## src/rtl/uart_cmd_assembler.sv

```systemverilog
// Assembles pairs of UART bytes (high then low) into 16-bit commands and queues
// them in a small circular FIFO with a ready/clear handshake toward the consumer.
module uart_cmd_assembler #(
    parameter int CMD_DEPTH = 4,
    parameter int TIMEOUT   = 65535
) (
    input  logic                         clk,
    input  logic                         rst,
    input  logic [7:0]                   rx_data,
    input  logic                         rx_rdy,
    output logic                         clr_rx_rdy,
    output logic [15:0]                  cmd,
    output logic                         cmd_rdy,
    input  logic                         clr_cmd_rdy,
    output logic [$clog2(CMD_DEPTH):0]   cmd_cnt,
    output logic                         timeout_err,
    output logic                         overflow
);

    localparam int PW = $clog2(CMD_DEPTH);
    localparam int CW = PW + 1;
    localparam logic [15:0] TIMER_LAST = 16'(TIMEOUT - 1);

    typedef enum logic {HIGH, LOW} state_t;

    state_t         state_q, state_d;
    logic [15:0]    timer_q, timer_d;
    logic [7:0]     high_q, high_d;
    logic [PW-1:0]  wr_q, wr_d, rd_q, rd_d;
    logic [CW-1:0]  cnt_q, cnt_d;
    logic           ovf_q, ovf_d;
    logic [15:0]    mem_q [CMD_DEPTH];

    logic push, pop, full, push_ok, expire;

    // A received byte always takes priority over an expiring timer in LOW.
    always_comb begin
        state_d = state_q;
        timer_d = timer_q;
        high_d  = high_q;
        push    = 1'b0;
        expire  = 1'b0;
        case (state_q)
            HIGH: begin
                if (rx_rdy) begin
                    high_d  = rx_data;
                    timer_d = '0;
                    state_d = LOW;
                end
            end
            LOW: begin
                if (rx_rdy) begin
                    push    = 1'b1;
                    state_d = HIGH;
                end else if (timer_q == TIMER_LAST) begin
                    expire  = 1'b1;
                    state_d = HIGH;
                end else begin
                    timer_d = timer_q + 16'd1;
                end
            end
            default: state_d = HIGH;
        endcase
    end

    always_comb begin
        full    = (cnt_q == CW'(CMD_DEPTH));
        pop     = clr_cmd_rdy && (cnt_q != '0);
        push_ok = push && (!full || pop);
        cnt_d   = cnt_q + CW'(push_ok) - CW'(pop);
        wr_d    = wr_q + PW'(push_ok);
        rd_d    = rd_q + PW'(pop);
        ovf_d   = ovf_q | (push & full & ~pop);
    end

    always_ff @(posedge clk) begin
        if (rst) begin
            state_q <= HIGH;
            timer_q <= '0;
            high_q  <= '0;
            wr_q    <= '0;
            rd_q    <= '0;
            cnt_q   <= '0;
            ovf_q   <= 1'b0;
        end else begin
            state_q <= state_d;
            timer_q <= timer_d;
            high_q  <= high_d;
            wr_q    <= wr_d;
            rd_q    <= rd_d;
            cnt_q   <= cnt_d;
            ovf_q   <= ovf_d;
        end
    end

    always_ff @(posedge clk) begin
        if (!rst && push_ok) begin
            mem_q[wr_q] <= {high_q, rx_data};
        end
    end

    assign clr_rx_rdy  = rx_rdy;
    assign cmd_rdy     = (cnt_q != '0);
    assign cmd         = cmd_rdy ? mem_q[rd_q] : 16'h0000;
    assign cmd_cnt     = cnt_q;
    assign timeout_err = expire && !rst;
    assign overflow    = ovf_q;

endmodule

```

## config.mk

```make
export PLATFORM = sky130hd
export DESIGN_NAME = uart_cmd_assembler
export DESIGN_NICKNAME = d
export VERILOG_FILES = /design/src/rtl/uart_cmd_assembler.sv
export SDC_FILE = /design/constraint.sdc
export NUM_CORES = 1
export LEC_CHECK = 0
export BUFFER_PORTS_ARGS = -buffer_cell sky130_fd_sc_hd__buf_2
export CORE_MARGIN = 4
export CORE_UTILIZATION = 50
export DETAILED_ROUTE_END_ITERATION = 8
export PLACE_DENSITY = 0.68
export SYNTH_ARGS = -nofsm -noshare
export SYNTH_HDL_FRONTEND = slang
export SYNTH_SLANG_ARGS = --single-unit
export TNS_END_PERCENT = 30
```

## constraint.sdc

```tcl
create_clock -name clk -period 5.2 [get_ports clk]
set_input_delay 0.52 -clock clk [delete_from_list [all_inputs] [get_ports clk]]
set_output_delay 0.52 -clock clk [all_outputs]
set_load 0.05 [all_outputs]
```

After elaboration in Yosys (flattened, before gate mapping)

Memory sizes are Yosys's and may differ from the RTL's. A register that Yosys moved wholly into a read port is not among the register bits.
Index checks and enable logic that the tools add are counted.

Bits in registers: 33
Bits in writable memories: 64
Output and inout port bits: 23
Memories: 1

Memory list:

| name  | depth | width | rd ports | clocked after memory_dff | write ports | RTL line | RTL |
|---|---|---|---|---|---|---|---|
| mem_q | 4     | 16    | 1        | 1                        | 1           | 32       | `logic [15:0] mem_q [CMD_DEPTH];` |

$add $sub $neg: 5
Reductions and logical operators: 10
Equality and inequality tests: 5
Bitwise gates (word level): 5
Mux-type cells: 16

Operator list:

| kind                                                            | number |
|---|---|
| 16-bit two-way mux                                              | 4 |
| 16-bit one-hot mux with 2 select lines                          | 1 |
| 16-bit by 1-bit adder with 16-bit output, second input constant | 1 |
| 16-bit equality test, second input constant                     | 1 |
| 1-bit two-way mux                                               | 9 |
| 2-bit inequality test, second input constant                    | 3 |
| 2-bit by 1-bit adder with 2-bit output                          | 2 |
| 1-bit logical AND                                               | 4 |
| 3-bit by 1-bit adder with 3-bit output                          | 1 |
| 3-bit equality test, second input constant                      | 1 |
| 3-bit AND reduction                                             | 1 |
| 3-bit nonzero test                                              | 1 |
| 3-bit by 1-bit subtractor with 3-bit output                     | 1 |
| 1-bit bitwise AND                                               | 2 |
| 1-bit logical NOT                                               | 2 |
| 2-bit two-way mux                                               | 1 |
| 1-bit inverter                                                  | 2 |
| 1-bit one-hot mux with 2 select lines                           | 1 |
| 2-bit AND reduction                                             | 1 |
| 1-bit logical OR                                                | 1 |
| 1-bit OR                                                        | 1 |

Longest topological paths before layout

Depth after elaboration: 7
Gate-level depth with buffers: 11
Gate-level depth less buffers: 10

Least setup slack after synthesis

Ideal clock, no wire load.

Path kind: flip-flop to flip-flop
Start point: register cnt_q[1], in the netlist cmd_cnt[1]
End point: memory mem_q[0][0], enable pin
Cell stages (with the launch flop): 5
Required time: 4.770 ns
Arrival: 2.665 ns
Path buffers: 0
Setup slack: 2.105 ns
Cell sequence: dfxtp_1 -> nor4b_1 -> nor2_1 -> inv_1 -> nor4_1

Cells in the longest elaborated chain, start to end: 7
Elaborated cells between the ends (all ways): 9
Those cells by class: eq/ne (1); mux (2); reduce/logical (6)

Ends and longest elaborated chain:

| element                                                          | RTL line | RTL |
|---|---|---|
| start: declaration                                               | 30       | `logic [CW-1:0] cnt_q, cnt_d;` |
| start signal: assignment                                         | 91       | `cnt_q <= cnt_d;` |
| 3-bit equality test / 3-bit nonzero test (equally long branches) | 67, 68   |  |
| 1-bit logical NOT / 1-bit logical AND (equally long branches)    | 69, 68   |  |
| 1-bit logical OR *                                               | 69       | `push_ok = push && (!full \|\| pop);` |
| 1-bit logical AND *                                              | 69       |  |
| 1-bit logical AND *                                              | 97       | `if (!rst && push_ok) begin` |
| 1-bit two-way mux *                                              | 97       |  |
| 1-bit two-way mux (implied by the code) *                        | 98       | `mem_q[wr_q] <= {high_q, rx_data};` |
| end: declaration                                                 | 32       |  |

Every way passes the cells marked *; elsewhere a longest branch is shown, timed or not.

Worst setup path after layout

Start point: register timer_q[1]
End point: output timeout_err

Cells in the longest elaborated chain, start to end: 5

Ends and longest elaborated chain:

| element                  | RTL line | RTL |
|---|---|---|
| start: declaration       | 27       | `logic [15:0] timer_q, timer_d;` |
| start signal: assignment | 87       | `timer_q <= timer_d;` |
| 16-bit equality test     | 55       | `end else if (timer_q == TIMER_LAST) begin` |
| 1-bit two-way mux        | 55       |  |
| 1-bit two-way mux        | 52       | `if (rx_rdy) begin` |
| 1-bit two-way mux        | 43       | `case (state_q)` |
| 1-bit logical AND        | 106      | `assign timeout_err = expire && !rst;` |
| end: declaration         | 16       | `output logic timeout_err,` |

No other way between the ends.

==> results.sh <==
export IMPL_run_status="finished clean"
export IMPL_grt_first_pass_wirelength_um=12700
export IMPL_worst_pin_slew_ps=1190
export IMPL_drt_drc_violations_left=0
export IMPL_max_cap_violations=0
export IMPL_regToRegSetupSlack_ps=2770
export IMPL_timing_clock_skew_ps=9.35
export IMPL_slew_violations=0
export IMPL_grt_start_max_net_pins=37
export IMPL_period_share_pct=56.5
export IMPL_rr_endpoint="timer_q[0]$_SDFFE_PP0P_"
export IMPL_num_io_pins=35
export IMPL_cts_buffer_depth=2
export IMPL_ctsHtreeMaxLevel=3
export IMPL_floorplan_die_width_um=99.7
export IMPL_timing_critical_path_required_ps=4680
export IMPL_die_h_um=99.7
export IMPL_asyncSetResetFlopFracSynth_pct=0
export IMPL_clkTransAtPathRegs_ps=100
export IMPL_finish_cell_count_without_fillers=461
export IMPL_synth_net_count=337
export IMPL_hp_class="in -> reg"
export IMPL_initial_antenna_violation_count=0
export IMPL_ys_types=51
export IMPL_holdBufCountCts=0
export IMPL_nFillCells=687
export IMPL_timing_critical_path_fanout_max=7
export IMPL_vias=2617
export IMPL_min_delay_start="rx_data[0]"
export IMPL_synth_area_per_cell_um2=13.2
export IMPL_cts_root_buf="clkbuf_8"
export IMPL_crit_slowest_cell="or4_1"
export IMPL_postSynth_topFlopCell="edfxtp_1"
export IMPL_gp_congestion=0.885
export IMPL_ctsResizeCount=0
export IMPL_critPathArrivalTime_ps=2420
export IMPL_p_total_w=0.00210
export IMPL_timing_hold_worst_endpoint="mem_q[0][0]$_DFFE_PP_"
export IMPL_ys_seq_elements=97
export IMPL_antenna_violating_nets_post_route=0
export IMPL_max_slew_margin_rel_pct=19.9
export IMPL_synth_largest_area_cell="edfxtp_1"
export IMPL_timing_critical_path_to_type="primary output"
export IMPL_synth_area_mm2=0.00421
export IMPL_wire_per_inst_um=17.0
export IMPL_timing_setup_tns_ps=0
export IMPL_synth_edff_count=64
export IMPL_setup_violations=0
export IMPL_power_density_cell_area_mw_per_mm2=450
export IMPL_layout_area_overhead_vs_synth_pct=11.0
export IMPL_rows=33
export IMPL_hold_violations=0
export IMPL_synth_area_leaders="edfxtp_1, dfxtp_1, mux4_2, nor2b_1, nand2_1"
export IMPL_reg_to_reg_critical_path_startpoint="timer_q[1]$_SDFFE_PP0P_"
export IMPL_worstSetupStartpointType="flip-flop"
export IMPL_total_placed_cells_including_tap_cells=445
export IMPL_area_of_combinational_cells_with_multiple_inputs_mm2=0.00151
export IMPL_routed_wl_um=7840
export IMPL_global_route_overflow_total=0
export IMPL_max_clock_freq_ghz=0.340
export IMPL_yosysTopAreaCellShare_pct=45.7
export IMPL_number_of_clock_buffers_inserted_by_tritoncts=9
export IMPL_worstSetupPathType="reg -> out"
export IMPL_fin_nets=370
export IMPL_drt_pass1_iter_count=4
export IMPL_whs_path_depth=1
export IMPL_number_of_instances_in_the_synthesized_netlist=318
export IMPL_detailed_place_hpwl_um=5180
export IMPL_crit_path_max_incr_delay_ps=730
export IMPL_r2r_worst_path_cells=5
export IMPL_p_leak_nw=1.59
export IMPL_drive_above_1_share_pct=22.5
export IMPL_tritoncts_clock_tree="yes"
export IMPL_count_of_routing_violations_after_the_opening_detailed_route_iteration=70
export IMPL_unrepaired_setup_endpoints_after_global_routing="no"
export IMPL_ir_worst_vdd_uv=175
export IMPL_synth_yosys_warnings=0
export IMPL_num_antenna_cells=0
export IMPL_port_buffers=34
export IMPL_detail_route_vias_per_cell=5.68
export IMPL_layout_area_seq_mm2=0.00258
export IMPL_cts_sinks=97
export IMPL_crit_path_time_final_ps=2940
export IMPL_clk_insertion_delay_late_ps=360
export IMPL_cp_cell_sequence="ha_1, nand4_2, or4_1, nor3_1, buf_2"
export IMPL_design_die_area_mm2=0.00995
export IMPL_synth_seq_area_share_pct=61.4
export IMPL_grt_pass1_vias=2567
export IMPL_postCtsSetupRepairBufs=0
export IMPL_global_route_usage_total_pct=16.6
export IMPL_initial_core_util_pct=51.2
export IMPL_core_area_mm2=0.00822
[worst max-delay path by stage]
stage / startpoint / to / slack [ps] / cells past startpoint
after floorplan: cmd_cnt[1]$_SDFF_PP0_ / mem_q[0][0]$_DFFE_PP_ / 2100 / 4
after global placement: clr_cmd_rdy / cmd_cnt[2]$_SDFF_PP0_ / 2660 / 11
after detailed placement: clr_cmd_rdy / cmd_cnt[2]$_SDFF_PP0_ / 2550 / 11
after CTS: timer_q[1]$_SDFFE_PP0P_ / timeout_err / 2280 / 5
after global routing: timer_q[1]$_SDFFE_PP0P_ / timeout_err / 2100 / 5
final: timer_q[1]$_SDFFE_PP0P_ / timeout_err / 2260 / 5
[layer usage]
layer | up-vias | global-route usage, % | share of wire, %
met2 | 46 | 28.8 | 52
li1 | 1279 | - | -
met4 | 0 | 6.93 | 1.7
met1 | 1281 | 20.3 | 43
met5 | - | 0 | 0
met3 | 11 | 2.73 | 3.6
[through the flow]
stage               hold WS, ps  util (%)  area (µm²)  setup slack (ps)
floorplan                   460         -        4210              2100
global placement            447      54.4        4470              2660
detailed placement          457      54.4        4470              2550
CTS                         377      56.9        4670              2280
global route                387      56.9        4670              2100
finish                      392      56.9        4670              2260
[registers in the layout (all words and copies together) (netlist names)]
signal    cells
mem_q        64
rd_q          2
overflow      1
timer_q      16
cmd_cnt       3
high_q        8
wr_q          2
state_q       1
[Yosys cell counts (3+ instances only)]
cell	instances
nand2_1	28
dfxtp_1	33
ha_1	6
nor2_1	16
nor2b_1	23
nor4_1	4
xnor2_1	3
and2_1	3
nand3_1	6
nand4_1	9
o211ai_1	4
a21oi_1	15
or3_1	3
and4_1	3
mux4_2	16
a31oi_1	6
nor3_1	5
nand2b_1	5
buf_2	5
or4_1	6
edfxtp_1	64
inv_1	9
a211o_1	3
clkbuf_1	7
[layout make-up]
| cell class | count | area share (%) |
|---|---|---|
| flip-flops and latches | 97 | 55.3 |
| clock buffers | 9 | 2.65 |
| well taps | 105 | 2.81 |
| multi-input cells | 195 | 32.4 |
| inverters | 9 | 0.723 |
| clock inverters | 7 | 1.69 |
| repair buffers | 39 | 4.45 |
[cell families after synthesis]
group	share of synthesized area [%]
compound gates	7.11
xor+xnor	0.833
fa+ha+maj	2.26
buf+inv	2.91
flops	61.4
mux	8.83
simple gates	16.7
[power breakdown]
group | switching, W | internal [W] | total (W)
clock | 0.000267 | 0.000227 | 0.000494
sequential | 0.0000498 | 0.000846 | 0.000896
combinational | 0.000492 | 0.000220 | 0.000712
[worst max-delay path, delay by kind of cell (launching register included)]
| kind | cells | cell delay, ps |
|---|---|---|
| AND/OR/NAND/NOR | 3 | 1110 |
| flip-flops | 1 | 440 |
| buffers and inverters | 1 | 290 |
| adder cells (fa/ha/maj) | 1 | 220 |
[cell usage in the layout, fill, tap and decap left out, types with 3 or more instances in the layout]
cell type | synthesis | layout
nand3_1 | 6 | 6
or4_1 | 6 | 6
nor2_1 | 16 | 16
mux4_2 | 16 | 16
inv_1 | 9 | 9
buf_2 | 5 | 34
or3_1 | 3 | 3
a21oi_1 | 15 | 15
a31oi_1 | 6 | 6
o211ai_1 | 4 | 4
nor3_1 | 5 | 4
buf_4 | 1 | 5
nand4_1 | 9 | 9
edfxtp_1 | 64 | 64
xnor2_1 | 3 | 3
nand2b_1 | 5 | 5
nor2b_1 | 23 | 23
clkbuf_8 | 0 | 9
a211o_1 | 3 | 3
nand2_1 | 28 | 28
and4_1 | 3 | 3
ha_1 | 6 | 6
dfxtp_1 | 33 | 33
and2_1 | 3 | 3
nor4_1 | 4 | 3
No activity file was read; power rests on OpenSTA's default activity.
